--- config.mk ---
export PLATFORM = sky130hd
export DESIGN_NAME = pipe_stage_reg
export DESIGN_NICKNAME = d
export VERILOG_FILES = /design/src/rtl/pipe_pkg.sv /design/src/rtl/pipe_stage_slot.sv /design/src/rtl/pipe_stage_reg.sv
export SDC_FILE = /design/constraint.sdc
export NUM_CORES = 1
export LEC_CHECK = 0
export ABC_AREA = 1
export BUFFER_PORTS_ARGS = -buffer_cell sky130_fd_sc_hd__buf_2
export CAP_MARGIN = 5
export CORE_MARGIN = 8
export CORE_UTILIZATION = 45
export CTS_CLUSTER_SIZE = 12
export DETAILED_ROUTE_END_ITERATION = 6
export PLACE_DENSITY = 0.67
export SLEW_MARGIN = 20
export SYNTH_ARGS = -nofsm -noshare
export SYNTH_HDL_FRONTEND = slang
export SYNTH_SLANG_ARGS = --single-unit
--- constraint.sdc ---
create_clock -name clk -period 7.5 [get_ports clk]
set_input_delay 1.5 -clock clk [delete_from_list [all_inputs] [get_ports clk]]
set_output_delay 1.5 -clock clk [all_outputs]
set_load 0.02 [all_outputs]
--- src/rtl/pipe_pkg.sv ---
// Shared pipeline-stage definitions: occupancy state encoding and the
// default payload layout (instruction word concatenated with word-aligned PC).
package pipe_pkg;

  localparam int INSTR_W = 32;
  localparam int PC_W    = 30;

  localparam logic [INSTR_W-1:0] NOP_INSTR = 32'h0000_0000;

  typedef enum logic [1:0] {
    EMPTY = 2'd0,
    ONE   = 2'd1,
    TWO   = 2'd2
  } pipe_state_e;

endpackage

--- src/rtl/pipe_stage_slot.sv ---
// One payload slot of a pipeline stage: async reset, load enable and a
// synchronous clear that wins over load (used for flush / drain to bubble).
module pipe_stage_slot #(
  parameter int                DATA_W  = 62,
  parameter logic [DATA_W-1:0] RST_VAL = '0
) (
  input  logic              clk,
  input  logic              rst,
  input  logic              load_i,
  input  logic              clr_i,
  input  logic [DATA_W-1:0] d_i,
  output logic [DATA_W-1:0] q_o
);

  logic [DATA_W-1:0] data_q;

  // clear beats load so a flush can never leave stale payload behind
  always_ff @(posedge clk or posedge rst) begin
    if (rst)         data_q <= RST_VAL;
    else if (clr_i)  data_q <= RST_VAL;
    else if (load_i) data_q <= d_i;
  end

  assign q_o = data_q;

endmodule

--- src/rtl/pipe_stage_reg.sv ---
// Generic pipeline stage register with valid/ready handshake, 2-entry skid
// buffer and synchronous flush. out_data comes straight from the main slot;
// the skid slot only holds the entry accepted while the consumer stalled.
// in_ready is registered so out_ready never reaches in_ready combinationally.
// Optional feature macro: PIPE_STAGE_STALL_CNT_EN adds a saturating
// stall-cycle counter on port stall_cnt.
module pipe_stage_reg
  import pipe_pkg::*;
#(
  parameter int                DATA_W  = INSTR_W + PC_W,
  parameter logic [DATA_W-1:0] RST_VAL = '0,
  parameter int                CNT_W   = 16
) (
  input  logic              clk,
  input  logic              rst,
  input  logic              in_valid,
  output logic              in_ready,
  input  logic [DATA_W-1:0] in_data,
  input  logic              flush,
  output logic              out_valid,
  input  logic              out_ready,
  output logic [DATA_W-1:0] out_data
`ifdef PIPE_STAGE_STALL_CNT_EN
  ,
  output logic [CNT_W-1:0]  stall_cnt
`endif
);

  if (CNT_W < 1) begin : g_bad_cnt_w
    $error("pipe_stage_reg: CNT_W must be at least 1");
  end

  pipe_state_e       state_q, state_d;
  logic              in_ready_q, in_ready_d;
  logic              in_xfer, out_xfer;
  logic              main_ld, main_clr, skid_ld, skid_clr;
  logic [DATA_W-1:0] main_d, skid_q;

  assign out_valid = (state_q != EMPTY);
  assign in_ready  = in_ready_q;
  assign in_xfer   = in_valid & in_ready_q;
  assign out_xfer  = out_valid & out_ready;

  // next occupancy and slot controls; flush overrides every other transition
  always_comb begin
    state_d  = state_q;
    main_ld  = 1'b0;
    main_clr = 1'b0;
    main_d   = in_data;
    skid_ld  = 1'b0;
    skid_clr = 1'b0;
    if (flush) begin
      state_d  = EMPTY;
      main_clr = 1'b1;
      skid_clr = 1'b1;
    end else begin
      unique case (state_q)
        EMPTY: begin
          if (in_xfer) begin
            state_d = ONE;
            main_ld = 1'b1;
          end
        end
        ONE: begin
          if (in_xfer && out_xfer) begin
            main_ld = 1'b1;
          end else if (in_xfer) begin
            state_d = TWO;
            skid_ld = 1'b1;
          end else if (out_xfer) begin
            state_d  = EMPTY;
            main_clr = 1'b1;
          end
        end
        TWO: begin
          // skid entry moves up; in_ready is low so no new input can arrive
          if (out_xfer) begin
            state_d  = ONE;
            main_d   = skid_q;
            main_ld  = 1'b1;
            skid_clr = 1'b1;
          end
        end
        default: begin
          state_d = EMPTY;
        end
      endcase
    end
    in_ready_d = (state_d != TWO);
  end

  // occupancy state and registered in_ready; in_ready stays low in reset
  always_ff @(posedge clk or posedge rst) begin
    if (rst) begin
      state_q    <= EMPTY;
      in_ready_q <= 1'b0;
    end else begin
      state_q    <= state_d;
      in_ready_q <= in_ready_d;
    end
  end

  pipe_stage_slot #(.DATA_W(DATA_W), .RST_VAL(RST_VAL)) u_main (
    .clk    (clk),
    .rst    (rst),
    .load_i (main_ld),
    .clr_i  (main_clr),
    .d_i    (main_d),
    .q_o    (out_data)
  );

  pipe_stage_slot #(.DATA_W(DATA_W), .RST_VAL(RST_VAL)) u_skid (
    .clk    (clk),
    .rst    (rst),
    .load_i (skid_ld),
    .clr_i  (skid_clr),
    .d_i    (in_data),
    .q_o    (skid_q)
  );

`ifdef PIPE_STAGE_STALL_CNT_EN
  logic [CNT_W-1:0] stall_cnt_q;

  // count cycles where valid data waits on the consumer; sticks at all-ones
  always_ff @(posedge clk or posedge rst) begin
    if (rst)                                               stall_cnt_q <= '0;
    else if (out_valid && !out_ready && (stall_cnt_q != '1)) stall_cnt_q <= stall_cnt_q + 1'b1;
  end

  assign stall_cnt = stall_cnt_q;
`endif

endmodule

==> results of run 1 <==
## flip-flops by register name (all words and copies together) (netlist names)
register,cells
u_main.q_o,62
u_skid.q_o,62
state_q,2
in_ready,1
## logic make-up after synthesis
family                 count (synthesis)  synth area share [%]
AO/OA/AOI/OAI                          2                 0.269
buffers and inverters                137                  8.70
flip-flops                           127                  48.8
AND/OR/NAND/NOR                      643                  42.2
## cells in the final DEF, fill, tap and decap left out, types with 6 or more instances in the layout
cell,instances
nand2_1,383
buf_2,130
dfrtp_1,127
nand3_1,126
inv_1,64
nor2_1,64
nand4_1,64
clkbuf_16,17
buf_4,12
clkbuf_1,6
## power by group through the flow
stage | logic (mW) | registers [mW] | clock network, mW
2_1_floorplan | 0.149 | 0.813 | 0
3_3_place_gp | 0.269 | 0.784 | 0
3_5_place_dp | 0.272 | 0.785 | 0
4_1_cts | 0.273 | 0.775 | 0.740
5_1_grt | 0.302 | 0.782 | 0.770
6_report | 0.268 | 0.776 | 0.723
## layer usage
| metal | GRT usage, % | vias to the layer above | part of all wire (%) |
|---|---|---|---|
| li1 | - | 3063 | - |
| met3 | 4.43 | 21 | 6.6 |
| met2 | 31.0 | 203 | 46 |
| met1 | 27.3 | 2852 | 46 |
| met5 | 0 | - | 0 |
| met4 | 6.89 | 0 | 1.5 |
## synth_stat cells
cell / number
dfrtp_1: 127
inv_1: 66
buf_2: 42
nor2_1: 64
clkbuf_1: 24
o211ai_2: 1
nand2_2: 2
nand3_1: 126
inv_2: 3
buf_1: 2
nand4_1: 64
nand2_1: 383
nor2_2: 3
a21oi_1: 1
nand3_2: 1
## worst paths after layout
kind,to,slack (ps),from
worst max-delay path,u_skid.q_o[30],3300,out_ready
worst min-delay path,u_main.q_o[53],500,u_main.q_o[53]
worst max register to register,u_skid.q_o[30],4530,state_q[0]
worst min register to register,u_main.q_o[53],500,u_main.q_o[53]
max in group asynchronous,u_skid.q_o[20],4880,rst
min in group asynchronous,u_main.q_o[32],1210,rst
## worst min-delay path, delay by kind of cell (launching register included)
kind	cells	cell delay (ps)
AND/OR/NAND/NOR	2	130
flip-flops	1	330
## through the flow
step / util [%] / cells
finish: 53.9 / 1195
global route: 53.9 / 1195
CTS: 53.9 / 1195
detailed placement: 50.3 / 1167
global placement: 50.3 / 1167
floorplan: - / 909
## cell type report
type	instances	area (sq um)
Fill cell	1459	6600
Sequential cell	127	3180
Multi-Input combinational cell	645	2790
Timing Repair Buffer	142	741
Clock buffer	27	503
Inverter	69	263
Tap cell	184	230
Clock inverter	1	5.00
==> run metrics, run 1 <==
CTS clock-pin slew for the worst setup and hold paths approximately 50 ps; die area between 0.015 and 0.02 sq mm; leading area contributor after synthesis dfrtp_1; Gate Count Post-Synth 909; Final Cell Area 0.00771 sq mm; WP buf/inv 4; Synth Cell Area 0.00651 sq mm; number of synthesized register bits roughly 130; Worst Setup Path Type in2reg; dpl ws around 3000 ps; Fin. Hold Viols 0; layout overhead on the synthesized area 18.4%; die height roughly 140 um; Max stage delay on crit path slightly below 700 ps; distinct cell type count after synthesis 15; total chip power roughly 1.8 mW; global-route wire length before repair 29.7 mm; Worst Clk Skew between 6 and 7 ps; Crit-path slowest cell clkinv_2; post-route setup slack around 3300 ps; GP Congestion 0.733; gr usage total about a fifth; total CTS buffers 17; Power Dens Cells 229 mW/mm^2; # hold bufs at CTS 0; nets 1069; post-DP HPWL approximately 11 mm; Internal Power 1.27 mW; CTS sink cnt between 100 and 150; Final Max Tran Viols 0; final setup vio count 0; initial antenna violation count 0; Final TNS setup 0 ps; post-cts resize count 0; relative slew slack roughly two fifths; htree depth 4; starting density of the core a little under half; total of max-cap violations 0; yosys warns 0; Worst path depth 9; vias in the first global route 5759; Diodes inserted 0; Achievable Freq around 240 MHz; Worst-Skew Late Latency ~420 ps; Clock Power Share 40.9%; Hold Path Class reg2reg; CP Data Arrival Time roughly 4600 ps; std cell rows 44; clock root buffer clkbuf_16; Least-Margin Pin Slew 930 ps; CP Launch Type input port; mean area per synthesized cell 7.16 sq um; WL/cell 15.3 um; crit-path max FO 68; share of cells above drive strength 1 approximately 17%; VDD IR max 154 uV; Hold Crit Depth 2; Antenna Nets Post-Route 0; die width around 140 um; largest net degree at the start of global routing 72; R2R cell count 8; CTS tree built; Switching Share between 20% and 30%; outcome finished, final reports clean; final cycle utilization of the critical path between 50% and 60%; via count 6139; 1st-pass router iterations 5; final hold slack between 500 and 600 ps; endpoint type of the worst setup path register; share of Yosys cell area claimed by the top area cell type about half; IO buf count between 100 and 150; Mapped Nets 976; CTS Buffer Depth 2; unrepaired setup endpoints after global routing false; CP required 7850 ps; fin crit period around 4200 ps; # IOs 131; via/cell ratio slightly above 5; Routed WL roughly 18 mm; total grt overflow 0; Seq/Total Area, Yosys approximately half; starting DRC count in detailed routing around 480; Leak 4.65 nW; Top delay family on crit path buffers and inverters; dpl cell area ~0.0072 sq mm; Seq pwr share between 40% and 50%; core footprint about 0.014 sq mm; synth top area cells dfrtp_1 49%, nand2_1 22%, nand3_1 9.7%; Remaining DRCs 0; Sw Pwr 0.495 mW; combinational fraction of design power ~15%; post-CTS setup buffers 0; crit-path cells buf_2, buf_4, nand3_1, nand2_2, clkinv_2, nand2_2, buf_4, nand2_1, nand2_1
No activity file was read; power rests on OpenSTA's default activity.
==> run 2: changes to the inputs <==
--- a/config.mk
+++ b/config.mk
@@ -12,7 +12,7 @@
 export CORE_UTILIZATION = 45
 export CTS_CLUSTER_SIZE = 12
 export DETAILED_ROUTE_END_ITERATION = 6
-export PLACE_DENSITY = 0.67
+export PLACE_DENSITY = 0.7
 export SLEW_MARGIN = 20
 export SYNTH_ARGS = -nofsm -noshare
 export SYNTH_HDL_FRONTEND = slang
==> constraint.sdc (replaced) <==
create_clock -name clk -period 3.7 [get_ports clk]
set_input_delay 0.74 -clock clk [delete_from_list [all_inputs] [get_ports clk]]
set_output_delay 0.74 -clock clk [all_outputs]
set_load 0.02 [all_outputs]
==> run 2 against run 1 <==
Effect of this change:
- sequential cell count unchanged
- count of clock-buffer cells in the layout decreased by 4
- core utilization increased by 0.79 points
- combinational power increased by 110%
- wire length increased by 0.46%
- sequential power increased by 100%
- clock skew decreased by 2.2 ps
- critical endpoint unchanged
==> run metrics, run 2 (synthesis gave the netlist of run 1 again) <==
Remaining DRCs 0; Final Max Tran Viols 0; Routed WL about 18 mm; Final Cell Area a little under 0.008 sq mm; Hold Path Class in2async; CTS sink cnt 127; vias in the first global route between 6000 and 7000; CP Launch Type input port; die width approximately 140 um; Power Dens Cells roughly 470 mW/mm^2; largest net degree at the start of global routing 93; fillcell total approximately 1400; Worst Clk Skew roughly 4.5 ps; Worst-Skew Late Latency 420 ps; gr usage total about a fifth; 1st-pass router iterations 5; multi-input logic area 0.00279 sq mm; starting DRC count in detailed routing about 530; die area around 0.019 sq mm; dpl cell area between 0.007 and 0.008 sq mm; IO buf count 130; clock root buffer clkbuf_16; via count 6151; total CTS buffers 17; Antenna Nets Post-Route 0; CTS clock-pin slew for the worst setup and hold paths approximately 50 ps; endpoint type of the worst setup path register; nets around 1100; GP Congestion 0.751; initial antenna violation count 0; commonest non-fill, non-tap cell in the layout nand2_1; share of cells above drive strength 1 between 10% and 20%; CP Data Arrival Time ~2700 ps; relative slew slack around 45%; Least-Margin Pin Slew slightly above 800 ps; Diodes inserted 0; core footprint 0.0143 sq mm; Register Area 0.00318 sq mm; CTS Buffer Depth 2; CTS tree built; CP required 4050 ps; Max stage delay on crit path 350 ps; # hold bufs at CTS 0; WL/cell between 15 and 20 um; htree depth 4; Top delay family on crit path buffers and inverters; WP buf/inv 4; # IOs around 130; most frequent cells in the layout 383 x nand2_1, 130 x buf_2, 127 x dfrtp_1, 126 x nand3_1; dpl ws a little under 900 ps; Leak ~4.7 nW; fin crit period 2370 ps; crit-path max FO 25; die height around 140 um; global-route wire length before repair ~31 mm; total of max-cap violations 0; Final TNS setup 0 ps; final cycle utilization of the critical path 64.1%; unrepaired setup endpoints after global routing false; layout overhead on the synthesized area 20.1%; Worst Setup Path Type in2reg; Crit-path slowest cell buf_4; starting density of the core 45.5%; VDD IR max approximately 280 uV; post-cts resize count 0; post-DP HPWL between 10 and 15 mm; Fin. Hold Viols 0; via/cell ratio just over 5; total grt overflow 0; final setup vio count 0; std cell rows 44; post-CTS setup buffers 0; outcome finished, final reports clean; crit-path cells buf_2, nand3_1, nand2_2, buf_4, inv_2, nand2_2, buf_4, nand2_1, nand2_1; post-route setup slack approximately 1300 ps; Achievable Freq 422 MHz
## run 2: cell types whose count changed in the layout (fill, tap and decap cells not counted), sizes merged
cell and delta:
clkinvlp +2, buf +4, bufinv +1, clkbuf -4, clkinv +3
## run 2: cell type report
cell class | count | area share (%)
Sequential cell | 127 | 40.6
Clock inverter | 7 | 0.800
Inverter | 69 | 3.36
Timing Repair Buffer | 146 | 10.5
Clock buffer | 23 | 6.11
Multi-Input combinational cell | 645 | 35.7
Tap cell | 184 | 2.94
## run 2: path summary, 6_finish.rpt
kind,start,end,slack [ps],depth (start not counted)
setup reg to reg,state_q[0],u_skid.q_o[30],1460,9
max in group asynchronous,rst,u_skid.q_o[10],2280,3
setup / recovery,out_ready,u_skid.q_o[30],1330,9
hold / removal,rst,u_main.q_o[24],470,2
hold reg to reg,u_main.q_o[22],u_main.q_o[22],500,2
min in group clk,u_main.q_o[22],u_main.q_o[22],500,2
## run 2: report_power, final
group | total (mW) | internal [mW] | switching, mW
sequential | 1.57 | 1.51 | 0.0662
clock | 1.54 | 0.961 | 0.583
combinational | 0.558 | 0.172 | 0.387
## run 2: through the flow
| step | hold slack [ps] | instances | utilization (%) | power [mW] |
|---|---|---|---|---|
| 2_1_floorplan | 476 | 909 | - | 1.95 |
| 3_3_place_gp | 490 | 1171 | 50.9 | 2.15 |
| 3_5_place_dp | 490 | 1171 | 50.9 | 2.16 |
| 4_1_cts | 489 | 1201 | 54.7 | 3.71 |
| 5_1_grt | 517 | 1201 | 54.7 | 3.85 |
| 6_report | 475 | 1201 | 54.7 | 3.68 |
## run 2: routing by layer
layer	vias up	GRT usage, %	share of wire, %
li1	3071	-	-
met3	24	5.40	6.4
met1	2868	27.1	45
met2	188	32.3	46
met4	0	7.38	1.9
met5	-	0	0
